### src/rtl/win_banner_sequencer.sv
// Winner banner overlay sequencer: latches the winner on game over, blinks the
// banner on frame boundaries, holds it steady, then waits for a key to restart.
module win_banner_sequencer #(
    parameter int BLINK_FRAMES  = 15,
    parameter int BLINK_TOGGLES = 6,
    parameter int HOLD_FRAMES   = 180
) (
    input  logic       clk,
    input  logic       reset_n,
    input  logic       frame_tick,
    input  logic       game_over,
    input  logic [1:0] winner,
    input  logic       continue_key,
    output logic [2:0] win_start,
    output logic       banner_active,
    output logic       restart
);

    localparam int FRAME_MAX = (BLINK_FRAMES > HOLD_FRAMES) ? BLINK_FRAMES : HOLD_FRAMES;
    localparam int FCW       = $clog2(FRAME_MAX + 1);
    localparam int TCW       = $clog2(BLINK_TOGGLES + 1);

    localparam logic [FCW-1:0] BLINK_LAST  = FCW'(BLINK_FRAMES - 1);
    localparam logic [FCW-1:0] HOLD_LAST   = FCW'(HOLD_FRAMES - 1);
    localparam logic [TCW-1:0] TOGGLE_LAST = TCW'(BLINK_TOGGLES - 1);

    typedef enum logic [2:0] {
        IDLE     = 3'd0,
        ARM      = 3'd1,
        BLINK    = 3'd2,
        HOLD     = 3'd3,
        WAIT_KEY = 3'd4,
        RESTART  = 3'd5
    } state_t;

    state_t         state_q, state_d;
    logic [2:0]     code_q, code_d;
    logic           vis_q, vis_d;
    logic [FCW-1:0] frame_cnt_q, frame_cnt_d;
    logic [TCW-1:0] toggle_cnt_q, toggle_cnt_d;
    logic [2:0]     win_start_q, win_start_d;
    logic           banner_q, banner_d;
    logic           restart_q, restart_d;

    always_ff @(posedge clk or negedge reset_n) begin
        if (!reset_n) begin
            state_q      <= IDLE;
            code_q       <= 3'd0;
            vis_q        <= 1'b0;
            frame_cnt_q  <= '0;
            toggle_cnt_q <= '0;
            win_start_q  <= 3'd0;
            banner_q     <= 1'b0;
            restart_q    <= 1'b0;
        end else begin
            state_q      <= state_d;
            code_q       <= code_d;
            vis_q        <= vis_d;
            frame_cnt_q  <= frame_cnt_d;
            toggle_cnt_q <= toggle_cnt_d;
            win_start_q  <= win_start_d;
            banner_q     <= banner_d;
            restart_q    <= restart_d;
        end
    end

    always_comb begin
        state_d      = state_q;
        code_d       = code_q;
        vis_d        = vis_q;
        frame_cnt_d  = frame_cnt_q;
        toggle_cnt_d = toggle_cnt_q;
        win_start_d  = win_start_q;
        banner_d     = banner_q;
        restart_d    = 1'b0;

        case (state_q)
            IDLE: begin
                banner_d    = 1'b0;
                win_start_d = 3'd0;
                // A frame_tick coincident with acceptance is deliberately not counted.
                if (game_over) begin
                    code_d   = {1'b0, winner} + 3'd2;
                    banner_d = 1'b1;
                    state_d  = ARM;
                end
            end
            ARM: begin
                if (frame_tick) begin
                    state_d      = BLINK;
                    vis_d        = 1'b1;
                    frame_cnt_d  = '0;
                    toggle_cnt_d = '0;
                end
            end
            BLINK: begin
                if (frame_tick) begin
                    if (frame_cnt_q == BLINK_LAST) begin
                        frame_cnt_d  = '0;
                        vis_d        = ~vis_q;
                        toggle_cnt_d = toggle_cnt_q + TCW'(1);
                        // Odd toggle counts would end hidden; force visible for the hold.
                        if (toggle_cnt_q == TOGGLE_LAST) begin
                            state_d = HOLD;
                            vis_d   = 1'b1;
                        end
                    end else begin
                        frame_cnt_d = frame_cnt_q + FCW'(1);
                    end
                end
            end
            HOLD: begin
                vis_d = 1'b1;
                if (frame_tick) begin
                    if (frame_cnt_q == HOLD_LAST) begin
                        state_d = WAIT_KEY;
                    end else begin
                        frame_cnt_d = frame_cnt_q + FCW'(1);
                    end
                end
            end
            WAIT_KEY: begin
                vis_d = 1'b1;
                if (continue_key) begin
                    state_d   = RESTART;
                    restart_d = 1'b1;
                end
            end
            RESTART: begin
                state_d      = IDLE;
                vis_d        = 1'b0;
                frame_cnt_d  = '0;
                toggle_cnt_d = '0;
                win_start_d  = 3'd0;
                banner_d     = 1'b0;
            end
            default: begin
                state_d = IDLE;
            end
        endcase

        // The select code only moves on frame boundaries so a frame never tears.
        if (frame_tick && (state_q inside {ARM, BLINK, HOLD, WAIT_KEY})) begin
            win_start_d = vis_d ? code_d : 3'd0;
        end
    end

    assign win_start     = win_start_q;
    assign banner_active = banner_q;
    assign restart       = restart_q;

endmodule

### config.mk
export PLATFORM = sky130hd
export DESIGN_NAME = win_banner_sequencer
export DESIGN_NICKNAME = d
export VERILOG_FILES = /design/src/rtl/win_banner_sequencer.sv
export SDC_FILE = /design/constraint.sdc
export NUM_CORES = 1
export LEC_CHECK = 0
export ABC_AREA = 0
export CORE_MARGIN = 2
export CORE_UTILIZATION = 61
export DETAILED_ROUTE_END_ITERATION = 16
export PLACE_DENSITY = 0.92
export SLEW_MARGIN = 20
export SYNTH_ARGS = -nofsm -noshare
export SYNTH_HDL_FRONTEND = slang
export SYNTH_SLANG_ARGS = --single-unit
### constraint.sdc
create_clock -name clk -period 2.7 [get_ports clk]
set_clock_uncertainty 0.15 [all_clocks]
set_input_delay 0.54 -clock clk [delete_from_list [all_inputs] [get_ports clk]]
set_output_delay 0.54 -clock clk [all_outputs]
set_load 0.01 [all_outputs]
==> results of run 1 <==
-- state kept, by name (all words and copies together) (netlist names) --
signal and cells:
state_q 3, code_q 3, frame_cnt_q 8, win_start 3
banner_active 1, toggle_cnt_q 3, vis_q 1, restart 1
-- metal layers --
layer / vias up / routed length (um)
li1: 567 / -
met5: - / 0
met1: 544 / 1260
met3: 4 / 119
met2: 26 / 1350
met4: 0 / 27
-- area by class of cell --
| type | count | area, um^2 | area share, % |
|---|---|---|---|
| clock buffers | 3 | 22.5 | 1.46 |
| clock inverters | 1 | 5.00 | 0.325 |
| repair buffers | 12 | 118 | 7.65 |
| inverters | 11 | 41.3 | 2.69 |
| well taps | 28 | 35.0 | 2.28 |
| multi-input cells | 105 | 741 | 48.2 |
| flip-flops and latches | 23 | 576 | 37.4 |
-- where the power goes --
part           leakage (nW)  total, mW  internal, mW  switching, mW
registers             0.273      0.556         0.435          0.121
clock network        0.0177      0.156        0.0553          0.101
logic                 0.363      0.317         0.165          0.152
-- cells in the mapped netlist (all sizes together) (2+ instances only) --
master   instances
dfrtp           23
nand2           13
inv             11
o21ai           10
nor2             8
a21oi            7
buf              5
nand3            5
a32o             4
ha               4
nor3             4
nor3b            4
nand2b           3
o221ai           3
o22ai            3
o31ai            3
o41a             3
a211o            2
and3             2
mux2i            2
nand4            2
nor4b            2
o211ai           2
o2bb2ai          2
-- through the flow --
step,utilization [%],power (mW),setup slack [ns],hold WS [ns],cells
global route,70.2,1.10,0.448,0.378,183
finish,70.2,1.03,0.548,0.349,183
global placement,68.9,0.853,0.290,0.307,179
floorplan,-,0.785,0.980,0.0944,145
detailed placement,68.9,0.878,0.255,0.324,179
CTS,70.2,1.04,0.583,0.354,183
-- logic make-up after synthesis --
group / share of synthesized area, %
AOI/OAI and AO/OA: 24.7
xor gates and xnor gates: 0.626
adders and majority gates: 3.57
buffers and inverters: 5.99
DFF: 41.1
muxes: 2.23
and+or+nand+nor: 21.8
-- critical path: cells and delay by family --
| family | cells | cell delay (ns) |
|---|---|---|
| buffers and inverters | 1 | 0.67 |
| AO/OA/AOI/OAI | 3 | 0.61 |
| AND/OR/NAND/NOR | 1 | 0.42 |
-- final timing paths --
path                                  end         start  slack (ns)
min in group asynchronous       code_q[1]       reset_n        0.41
hold reg to reg              win_start[1]  win_start[1]        0.35
max in group asynchronous  frame_cnt_q[5]       reset_n        1.75
hold / removal               win_start[1]  win_start[1]        0.35
setup reg to reg           frame_cnt_q[4]    state_q[1]        0.66
setup / recovery           frame_cnt_q[2]    frame_tick        0.55
==> flow_summary.yaml, run 1 <==
status:
  outcome: "completed"
finish:
  layout_common_cells: "dfrtp_1 (23), nand2_1 (13), inv_1 (11), clkdlybuf4s50_1 (11), o21ai_0 (9)"
  n_antenna_cell: 0
  layout-drive-gt1-share_pct: 9.68
  fin_area_mm2: 0.00154
  final_common_cell: "dfrtp_1"
  fillers: 174
  layout.nets: 167
  area_growth_pct: 9.83
min_path:
  worstHoldPathCells: 2
  hold_class: "flop to flop"
yosys:
  synthCells: 145
  syn_area_mm2: 0.00140
  yosysWarnings: 0
  synthArstFlopShare_pct: 100
  yosysTopAreaCell: "dfrtp_1"
  synth_nets: 156
  syn_avg_cell_area_um2: 9.66
  synth_edf_count: 0
  ys.flop_type: "dfrtp_1"
  yosys-top-cells-area: "dfrtp_1 (41%), ha_1 (3.6%), nand2_1 (3.5%), o21ai_0 (3.2%), inv_1 (2.9%)"
  yosysUniqueCellTypes: 49
  synth_sequential_area_ratio_pct: 41.1
  ys_seq_elements: 23
  synth.top_cell.area_share_pct: 41.1
clocking:
  cts_buffers: 3
  cts_sinks: 23
  postCtsHoldBufs: 0
  clk_latency_ns: 0.31
  root_buffer: "clkbuf_4"
  cts.repair.resized: 0
  clk_path_buf_depth: 2
  h-tree-depth: 1
  clk_pin_slew_ns: 0.13
  cts_setup_buffers: 0
  cts_tree: "built"
power_and_ir_drop:
  ir_worst_vdd_v: 0.000420
  power.leakage_nw: 0.654
  powerDensity_mw_per_mm2: 669
worst_setup_path:
  cpPeakStageDelay_ns: 0.67
  worstPathRequired_ns: 2.79
  cp.arrival_ns: 2.24
  crit_type: "primary input to flop"
  critPathMaxFanout: 12
  reg2regPathDepth: 4
  endpoint_kind: "flop"
  crit_path_cell_trace: "clkdlybuf4s50_1 -> o22a_1 -> o21ai_1 -> or3_1 -> o2bb2ai_1"
  cp-start-kind: "primary input"
  crit_slowest_cell: "clkdlybuf4s50_1"
detailed_routing:
  vias_per_cell: 6.23
  ant_nets: 0
  routed_wirelength_um: 2760
  via_count: 1141
  routedWlPerCell_um: 15.1
  drtIter0Drc: 37
  drc: 0
  dr.pass1.iters: 4
place:
  gp_congestion: 0.854
  dp_hpwl_um: 2030
  portBuffers: 11
  place_area_mm2: 0.00151
sta:
  fmax_mhz: 465
  setup_tns_ns: 0
  period_minus_slack_ns: 2.15
  setup_viol_count_final: 0
  relSlewSlack_pct: 65.3
  tightest_slew_ns: 0.517
  maxSlewViolCount: 0
  rsz0062_at_grt: "false"
  finalHoldViolCount: 0
  fin_crit_sh_pct: 79.7
grt:
  grt_max_degree: 24
  grtUsageMet3_pct: 4.31
  grt_pass1_wl_um: 4770
  gr-total-overflow: 0
  grt.busiest_layer: "met2"
  grtUsageTotal_pct: 23.2
  grt_pass1_vias: 1084
  gr-usage-met1_pct: 31.6
  antenna_found_initial: 0
  use_met2_pct: 38.0
run:
  maxCapViolations: 0
die:
  core-area_mm2: 0.00219
  die_y_um: 51.9
  start_util_pct: 63.9
  rows: 17
  io_pins: 12
  design.die.area_mm2: 0.00269
  die_w_um: 51.9
No activity file was read; power rests on OpenSTA's default activity.
==> inputs of run 2 (changes only) <==
CORE_UTILIZATION = 56   (was 61)
PLACE_DENSITY = 0.87   (was 0.92)
clock period = 2.22 ns   (was 2.7 ns; I/O delays follow)
==> run 2 against run 1 <==
First-iteration DRC count is 46% higher. Clock-buffer cell count is 1 higher. Die area is 8.2% higher. Global-route usage is 0.65 points higher. Sequential cell count stayed put. Clock power is 24% higher. Non-clock buffer count is 7 higher. Combinational power is 33% higher. Routed wire length is 10% higher. Register-to-register slack worse by 0.48 ns. Critical path type is now flop to flop.
==> flow_summary.yaml, run 2 (synthesized netlist as in run 1, its figures left out) <==
finish:
  regMostFlops: "frame_cnt_q"
  area_growth_pct: 13.7
  largest_reg_flops: 8
  final_common_cell: "dfrtp_1"
  layout_common_cells: "dfrtp_1 (23), nand2_1 (13), inv_1 (11), clkdlybuf4s50_1 (11), o21ai_0 (9)"
  layout-drive-gt1-share_pct: 13.0
  layout.nets: 174
  fin_cells: 192
  fin_area_mm2: 0.00159
  n_antenna_cell: 0
worst_setup_path:
  startpoint: "state_q[0]"
  worstPathRequired_ns: 2.28
  crit_type: "flop to flop"
  timing.rr.start: "state_q[0]"
  cp-start-kind: "flop"
  endpoint_kind: "flop"
  critPathMaxFanout: 15
  cp.arrival_ns: 2.10
grt:
  gr-total-overflow: 0
  antenna_found_initial: 0
  grt_pass1_wl_um: 5100
  grtUsageTotal_pct: 23.9
  grt_pass1_vias: 1171
  grt_max_degree: 24
place:
  portBuffers: 11
  dp_slack_ns: 0.0675
  dp_hpwl_um: 2230
  placed_cells: 188
  gp_congestion: 0.883
  place_area_mm2: 0.00157
clocking:
  cts_setup_buffers: 0
  cts_sinks: 23
  cts_tree: "built"
  postCtsHoldBufs: 0
  h-tree-depth: 1
  clk_latency_ns: 0.31
  cts.repair.resized: 0
  cts_buffers: 3
  root_buffer: "clkbuf_4"
  clk_pin_slew_ns: 0.13
  clk_path_buf_depth: 2
sta:
  setup_viol_count_final: 0
  layout_setup_ws_ns: 0.185
  finalHoldViolCount: 0
  tightest_slew_ns: 0.506
  fin_crit_sh_pct: 91.7
  rsz0062_at_grt: "false"
  relSlewSlack_pct: 66.2
  hold_ws_ns: 0.328
  fmax_mhz: 491
  period_minus_slack_ns: 2.04
  maxSlewViolCount: 0
  setup_tns_ns: 0
die:
  start_util_pct: 57.6
  rows: 18
  design.die.area_mm2: 0.00292
  io_pins: 12
  core-area_mm2: 0.00243
  die_y_um: 54
  die_w_um: 54
detailed_routing:
  ant_nets: 0
  drtIter0Drc: 54
  routed_wirelength_um: 3050
  via_count: 1258
  drc: 0
  routedWlPerCell_um: 15.9
  vias_per_cell: 6.55
  dr.pass1.iters: 4
power_and_ir_drop:
  ir_worst_vdd_v: 0.000544
  powerDensity_mw_per_mm2: 811
  power.leakage_nw: 0.683
min_path:
  hold_class: "primary input to asynchronous set/reset pin"
status:
  outcome: "completed"
run:
  maxCapViolations: 0
## run 2: cell type report
class                   count  area (um^2)
fillers                   191          841
multi-input cells         105          741
flip-flops and latches     23          576
repair buffers             19          170
inverters                  11         41.3
well taps                  30         37.5
clock buffers               4         26.3
## run 2: through the flow
stage | total power [mW] | util (%)
floorplan | 0.955 | -
global placement | 1.06 | 64.4
detailed placement | 1.09 | 64.4
CTS | 1.29 | 65.4
global route | 1.38 | 65.4
finish | 1.29 | 65.4
## run 2: where the power goes
part	switching [mW]	total, mW	leakage (nW)	internal (mW)
clock network	0.124	0.194	0.0150	0.0701
logic	0.210	0.423	0.395	0.214
registers	0.145	0.674	0.273	0.529
## run 2: final timing paths
check                            endpoint  slack, ns  cells past startpoint
setup / recovery           frame_cnt_q[4]       0.18                      4
hold / removal             frame_cnt_q[3]       0.33                      2
min in group clk                code_q[0]       0.35                      2
setup reg to reg           frame_cnt_q[4]       0.18                      4
hold reg to reg                 code_q[0]       0.35                      2
max in group asynchronous           vis_q       1.36                      2
## run 2: worst max-delay path, cell delays in order, from the launching register on
cell and delay, ns:
dfrtp_1 0.58, nor4b_1 0.50, a21oi_1 0.23, a211o_1 0.30
a32o_1 0.20
## run 2: per-layer routing
metal,vias to the layer above,track usage [%],part of all wire (%)
met2,61,41.3,47
li1,587,-,-
met3,13,3.06,6.1
met1,597,28.8,44
met4,0,12.5,2.6
met5,-,0,0
==> inputs of run 3 (changes only) <==
CORE_ASPECT_RATIO = 0.6   (was default)
==> run 3 against run 2 <==
Die area rose by 0.45%. Register-to-register slack got worse by 0.02 ns. Worst hold slack improved by 0.010 ns. Via count rose by 2.8%. Maximum frequency fell by 1.0%. Global-route usage rose by 3.7 points. Setup slack got worse by 0.021 ns. Final cell count rose by 0.52%. Sequential share of layout area fell by 0.59 points. Sequential cell count did not move. Design area rose by 1.7%. Routed wire length rose by 15%. Largest cell class unchanged.
==> flow_summary.yaml, run 3 (synthesized netlist as in run 1, its figures left out) <==
status:
  outcome: "completed"
clocking:
  cts_setup_buffers: 0
  clk_latency_ns: 0.26
  clk_pin_slew_ns: 0.08
  cts_buffers: 3
  cts_tree: "built"
  postCtsHoldBufs: 0
  root_buffer: "clkbuf_8"
  h-tree-depth: 1
  cts.repair.resized: 0
  cts_sinks: 23
  clk_path_buf_depth: 2
die:
  rows: 13
  die_y_um: 42.7
  core-area_mm2: 0.00226
  io_pins: 12
  start_util_pct: 61.9
  design.die.area_mm2: 0.00293
  die_w_um: 68.6
sta:
  setup_tns_ns: 0
  fin_crit_sh_pct: 92.6
  layout_setup_ws_ns: 0.163
  relSlewSlack_pct: 63.1
  finalHoldViolCount: 0
  fmax_mhz: 486
  maxSlewViolCount: 0
  tightest_slew_ns: 0.545
  setup_viol_count_final: 0
  rsz0062_at_grt: "false"
  period_minus_slack_ns: 2.06
finish:
  fillers: 167
  fin_area_mm2: 0.00162
  layout.nets: 175
  layout-drive-gt1-share_pct: 13.5
  layout_common_cells: "dfrtp_1 (23), nand2_1 (13), inv_1 (11), clkdlybuf4s50_1 (11)"
  n_antenna_cell: 0
  final_common_cell: "dfrtp_1"
  area_growth_pct: 15.5
  largest_reg_flops: 8
  regMostFlops: "frame_cnt_q"
grt:
  grt.busiest_layer: "met2"
  grtUsageTotal_pct: 27.6
  grt_pass1_wl_um: 5950
  grt_pass1_vias: 1242
  use_met2_pct: 42.5
  gr-total-overflow: 0
  antenna_found_initial: 0
  grtUsageMet3_pct: 6.90
  gr-usage-met1_pct: 39.1
  grt_max_degree: 24
detailed_routing:
  drtIter0Drc: 215
  routedWlPerCell_um: 18.2
  dr.pass1.iters: 5
  routed_wirelength_um: 3520
  via_count: 1293
  ant_nets: 0
  vias_per_cell: 6.70
  drc: 0
worst_setup_path:
  critPathMaxFanout: 12
  cp.arrival_ns: 2.06
  cp-start-kind: "flop"
  endpoint_kind: "flop"
  worstPathRequired_ns: 2.23
  crit_type: "flop to flop"
power_and_ir_drop:
  comb_power_share_pct: 32.1
  p_sw_mw: 0.495
  powerDensity_mw_per_mm2: 846
  power.leakage_nw: 0.697
  p_int_mw: 0.873
  pwr-share-seq_pct: 48.9
  clockPowerShare_pct: 19.0
  ir_worst_vdd_v: 0.000458
  switching_share_pct: 36.2
min_path:
  hold_class: "flop to flop"
run:
  maxCapViolations: 0
place:
  dp_hpwl_um: 2560
  place_area_mm2: 0.00157
  gp_congestion: 0.846
  dp_slack_ns: 0.107
  portBuffers: 11
run 3: cell types whose count changed in the layout (fill, tap and decap cells not counted), sizes merged:
cell  change
buf       +1
run 3: worst max-delay path, cell delays in order (launching register included):
cell     delay [ns]
dfrtp_1        0.52
nor4b_1        0.54
a21oi_1        0.25
a211o_1        0.29
a32o_1         0.19
run 3: worst paths after layout:
check	startpoint	end	slack, ns	depth (start not counted)
worst max register to register	state_q[0]	frame_cnt_q[4]	0.16	4
worst max-delay path	state_q[0]	frame_cnt_q[4]	0.16	4
worst min-delay path	win_start[0]	win_start[0]	0.34	2
min in group asynchronous	reset_n	toggle_cnt_q[0]	0.38	2
max in group asynchronous	reset_n	toggle_cnt_q[1]	1.30	2
worst min register to register	win_start[0]	win_start[0]	0.34	2
run 3: final cells by class:
type                    count  area, um^2  area share [%]
inverters                  11        41.3            2.55
repair buffers             20         178            11.0
clock buffers               4        45.0            2.78
well taps                  30        37.5            2.32
flip-flops and latches     23         576            35.6
multi-input cells         105         741            45.8
run 3: power by group through the flow:
stage	combinational, mW	sequential [mW]	clock, mW
floorplan	0.339	0.616	0
global placement	0.408	0.660	0
detailed placement	0.428	0.672	0
CTS	0.434	0.667	0.261
global route	0.488	0.687	0.284
finish	0.439	0.669	0.260
run 3: stage by stage:
| step | utilization [%] | cells | power, mW | hold slack [ns] |
|---|---|---|---|---|
| 5_1_grt | 71.6 | 193 | 1.46 | 0.378 |
| 3_5_place_dp | 69.6 | 189 | 1.10 | 0.321 |
| 6_report | 71.6 | 193 | 1.37 | 0.338 |
| 2_1_floorplan | - | 145 | 0.955 | -0.00159 |
| 3_3_place_gp | 69.6 | 189 | 1.07 | 0.312 |
| 4_1_cts | 71.6 | 193 | 1.36 | 0.343 |
run 3: layer usage:
layer | share of wire, % | vias to the layer above | routed length (um)
li1 | - | 586 | -
met1 | 44 | 641 | 1560
met2 | 47 | 58 | 1650
met3 | 7.5 | 8 | 264
met4 | 1.3 | 0 | 46
met5 | 0 | - | 0
==> RTL edit 1: new RTL, flow settings as in run 2 <==
Put one more register stage on the output `banner_active`, cleared by the reset. The value now appears one clock later. The other outputs are not delayed to match.
--- a/src/rtl/win_banner_sequencer.sv
+++ b/src/rtl/win_banner_sequencer.sv
@@ -148,3 +148,9 @@
     assign win_start     = win_start_q;
-    assign banner_active = banner_q;
+    always_ff @(posedge clk or negedge reset_n) begin
+        if (!reset_n) begin
+            banner_active <= '0;
+        end else begin
+            banner_active <= banner_q;
+        end
+    end
     assign restart       = restart_q;
Check against the original RTL: not equivalent (Yosys sat finds a counterexample within 4 cycles, from zero or initial values and one cycle with reset_n low).
==> RTL edit 1 against run 2 <==
Routed wire length rose by 6.3%; sequential power is 5.8% lower; setup slack better by 0.13 ns; synthesized area up 14%; via count fell by 1.1%; power decreased by 1.6%; sequential cell count is 1 higher; final area rose by 14%; die area up 13%; clock power grew 24%; combinational power shrank 6.6%; largest power group unchanged.
==> RTL edit 1: results (changes against run 2) <==
global_routing:
  track_usage: 0.213  # -0.0260
  grt_pass1_wl_um: 5520  # +8.3%
  grt_pass1_vias: 1219  # +4.1%
  grt_max_degree: 25  # +4.2%
finish:
  layout.nets: 188  # +8.0%
  drive_above_1_share: 0.199  # +0.0692
  post-route-util: 0.663  # +0.00838
  nFillCells: 217  # +14%
  layout.cells.non_filler: 207  # +7.8%
  largest_register_ffs: 8  # unchanged
synth:
  synth_cell_type_count: 53  # +8.2%
  yosysSeqAreaShare: 0.376  # -0.0352
  synthTopCellsByCount: "24 x dfrtp_1, 11 x nand2_1, 11 x nor2_1"
  syn_area_per_cell_um2: 10.1  # +4.7%
  yosys_warnings: 0  # unchanged
  synth.net_count: 169  # +8.3%
  netlist_top_cells_area: "dfrtp_1 38%, ha_1 3.1%, nor2b_1 2.7%"
route:
  drc: 0  # unchanged
  routedWlPerCell_um: 15.7  # -1.4%
  first_iter_violations: 41  # -24%
  vias_per_cell: 6.01  # -8.3%
critical_path:
  crit_arrival_ns: 2.02  # -0.08 ns
  worstReg2RegStart: "state_q[2]$_DFFE_PN0P_"
  r2r_slack_ns: 0.32  # +0.13 ns
  crit_fanout: 16  # +1
  cp_top_family: "flip-flops"
  max_stage_delay_ns: 0.62  # +0.04 ns
  cp-endpoint: "win_start[1]$_DFFE_PN0P_"
clocking:
  cts_setup_buffers: 0  # unchanged
  clk_latency_ns: 0.33  # +0.02 ns
  htreeDepth: 1  # unchanged
placed_design:
  dpl_cell_area_um2: 1780  # +13%
  dp_hpwl_um: 2360  # +5.8%
  gp_congestion: 0.938  # +6.3%
  pre_cts_ws_ns: 0.0689  # +0.00142 ns
  dp.cells: 203  # +8.0%
outcome:
  run_status: "complete, no violations"
pwr:
  powerComb_mw: 0.395  # -6.6%
  power.total_mw: 1.27  # -1.6%
  pwr-share-seq: 0.500  # -0.022
  intPower_mw: 0.831  # +2.3%
  power_leakage_nw: 0.782  # +14%
  ir_worst_vdd_mv: 0.477  # -12%
sta:
  slew_headroom: 0.600  # -0.0627
  fin_crit_sh: 0.858  # -0.0588
min_path:
  worstHoldPathType: "flip-flop to flip-flop"
RTL edit 1: changes by cell type after synthesis, sizes merged, moves of 3 or more:
cell   before  now
xor2        0    3
nor2b       0    7
o31ai       3    0
nand4       2    5
o41a        3    0
and3        2    5
and2        0    3
o21ai      10    3
nor2        8   12
RTL edit 1: layout make-up:
cell class	instances	share of cell area
Multi-Input combinational cell	116	0.500
Sequential cell	24	0.331
Timing Repair Buffer	22	0.106
Tap cell	31	0.0214
Inverter	10	0.0207
Clock buffer	4	0.0200
RTL edit 1: kinds of logic (layout without fill, tap and decap cells):
group / Yosys count / count (layout) / share of synthesized area
simple gates: 63 / 63 / 0.241
compound gates: 38 / 38 / 0.215
flops: 24 / 24 / 0.376
buf+inv: 18 / 36 / 0.0572
mux: 6 / 6 / 0.0517
xor+xnor: 5 / 5 / 0.0274
fa+ha+maj: 4 / 4 / 0.0313
RTL edit 1: routing by layer:
metal / global-route usage / routed length (um) / vias up
met3: 0.0295 / 77 / 9
met5: 0 / 0 / -
met2: 0.344 / 1530 / 19
li1: - / - / 614
met1: 0.288 / 1560 / 602
met4: 0.0864 / 77 / 0
RTL edit 1: worst min-delay path by stage:
| stage | endpoint | slack (ns) | cells past startpoint |
|---|---|---|---|
| detailed placement | banner_active$_DFF_PN0_ | 0.25 | 0 |
| global route | banner_active$_DFF_PN0_ | 0.29 | 0 |
| global placement | banner_active$_DFF_PN0_ | 0.24 | 0 |
| CTS | banner_active$_DFF_PN0_ | 0.28 | 0 |
| finish | banner_active$_DFF_PN0_ | 0.28 | 0 |
| floorplan | banner_active$_DFF_PN0_ | -0.002 | 0 |
==> RTL edit 2: new RTL, settings of run 2 <==
Made on the original files. The parameter `HOLD_FRAMES` goes from 180 to 90.
--- a/src/rtl/win_banner_sequencer.sv
+++ b/src/rtl/win_banner_sequencer.sv
@@ -5,3 +5,3 @@
     parameter int BLINK_TOGGLES = 6,
-    parameter int HOLD_FRAMES   = 180
+    parameter int HOLD_FRAMES   = 90
 ) (
Check against the original RTL: same outputs for any inputs over 10 cycles, from zero or initial values and one cycle with reset_n low; that may be too few to reach the edited logic, so the function may still have changed.
==> RTL edit 2 against run 2 <==
Non-clock buffer count did not move; synthesized area fell by 4.7%; combinational power rose by 33%; power rose by 23%; critical path depth did not move; first-iteration DRC count fell by 41%; routed wire length fell by 1.2%; count of clock-buffer cells in the layout fell by 1; final area fell by 1.8%; die area fell by 4.4%; setup slack got worse by 0.088 ns; sequential cell count fell by 1.
==> RTL edit 2: results (changes against run 2) <==
route:
  met2_length_um: 1540  # +6.8%
  wl_met3_um: 139  # -25%
  vias_per_cell: 6.22  # -5.1%
  wl_met1_um: 1290  # -4.1%
  routedWlPerCell_um: 16.0  # +0.39%
  routed_wirelength_um: 3020  # -1.2%
global_routing:
  grt_max_degree: 23  # -4.2%
  grt_util_met1: 0.287  # -0.000658
  grt_pass1_vias: 1193  # +1.9%
  grt_util_met2: 0.438  # +0.0249
synth:
  synthTopCellsByCount: "22 x dfrtp_1, 14 x nand2_1, 8 x inv_1, 8 x o21ai_0"
  syn_inst: 147  # +1.4%
  synth_compound_area_frac: 0.205  # -0.0421
  yosysSeqAreaShare: 0.413  # +0.00168
  synth.net_count: 159  # +1.9%
  synth_top_family_by_area: "simple AND/OR/NAND/NOR gates"
  synthAdderAreaFrac: 0.0469  # +0.0112
  synth_mux_area_frac: 0.00750  # -0.0148
  synth_cell_type_count: 41  # -16%
  synth_xor_area_frac: 0.00657  # +0.000311
  netlist_top_cells_area: "dfrtp_1 41%, ha_1 4.7%, nand2_1 3.9%"
  netlist_area_um2: 1330  # -4.7%
placed_design:
  dp.cells: 185  # -1.6%
  dp_hpwl_um: 2170  # -3.0%
  gp_congestion: 0.817  # -7.5%
  dpl_cell_area_um2: 1480  # -5.2%
  pre_cts_ws_ns: -0.0969  # -0.164 ns
outcome:
  run_status: "complete, no violations"
pwr:
  p_clk_frac: 0.196  # +0.046
  ir_worst_vdd_mv: 0.657  # +21%
  power_leakage_nw: 0.660  # -3.4%
  p_sw_mw: 0.587  # +23%
  p_comb_frac: 0.354  # +0.026
  power.total_mw: 1.59  # +23%
finish:
  buf_share: 0.109  # +0.00197
  nonClockInverterCount: 8  # -3
  multi_input_area_um2: 722  # -2.5%
  drive_above_1_share: 0.124  # -0.00541
  synthToLayoutAreaGrowth_pct: 17.2
  clkCellAreaFrac: 0.0336  # +0.0171
  seq_share: 0.354  # -0.00775
  largest_register_ffs: 7  # -1
  nFillCells: 170  # -11%
  largest_register: "frame_cnt_q"
critical_path:
  r2r_slack_ns: 0.1  # -0.09 ns
  r2r-end: "frame_cnt_q[3]$_DFFE_PN0P_"
  max_stage_delay_ns: 0.64  # +0.06 ns
  crit_arrival_ns: 2.22  # +0.12 ns
  worstReg2RegStart: "state_q[2]$_DFFE_PN0P_"
  crit_fanout: 14  # -1
  cp_top_family: "simple AND/OR/NAND/NOR gates"
sta:
  slew_headroom: 0.702  # +0.0394
  max_freq_mhz: 471  # -4.1%
[RTL edit 2: cell types whose count changed after synthesis, moves of 3 or more]
cell / run 2 / this run
clkbuf_1: 1 / 4
and2_1: 0 / 3
o221ai_1: 3 / 0
a32o_1: 4 / 0
inv_1: 11 / 8
o21ai_1: 1 / 5
o31ai_1: 3 / 6
o41a_1: 3 / 0
nor3b_1: 3 / 0
or4_1: 0 / 4
[RTL edit 2: how the worst min path moves through the flow]
stage	startpoint	endpoint	slack [ns]	cells after the start
final	reset_n	state_q[2]$_DFFE_PN0P_	0.30	2
after global routing	reset_n	frame_cnt_q[3]$_DFFE_PN0P_	0.34	2
after CTS	reset_n	state_q[2]$_DFFE_PN0P_	0.31	2
after detailed placement	win_start[2]$_DFFE_PN0P_	win_start[2]$_DFFE_PN0P_	0.33	1
after global placement	win_start[0]$_DFFE_PN0P_	win_start[0]$_DFFE_PN0P_	0.33	1
after floorplan	reset_n	banner_active$_DFFE_PN0P_	-0.002	0
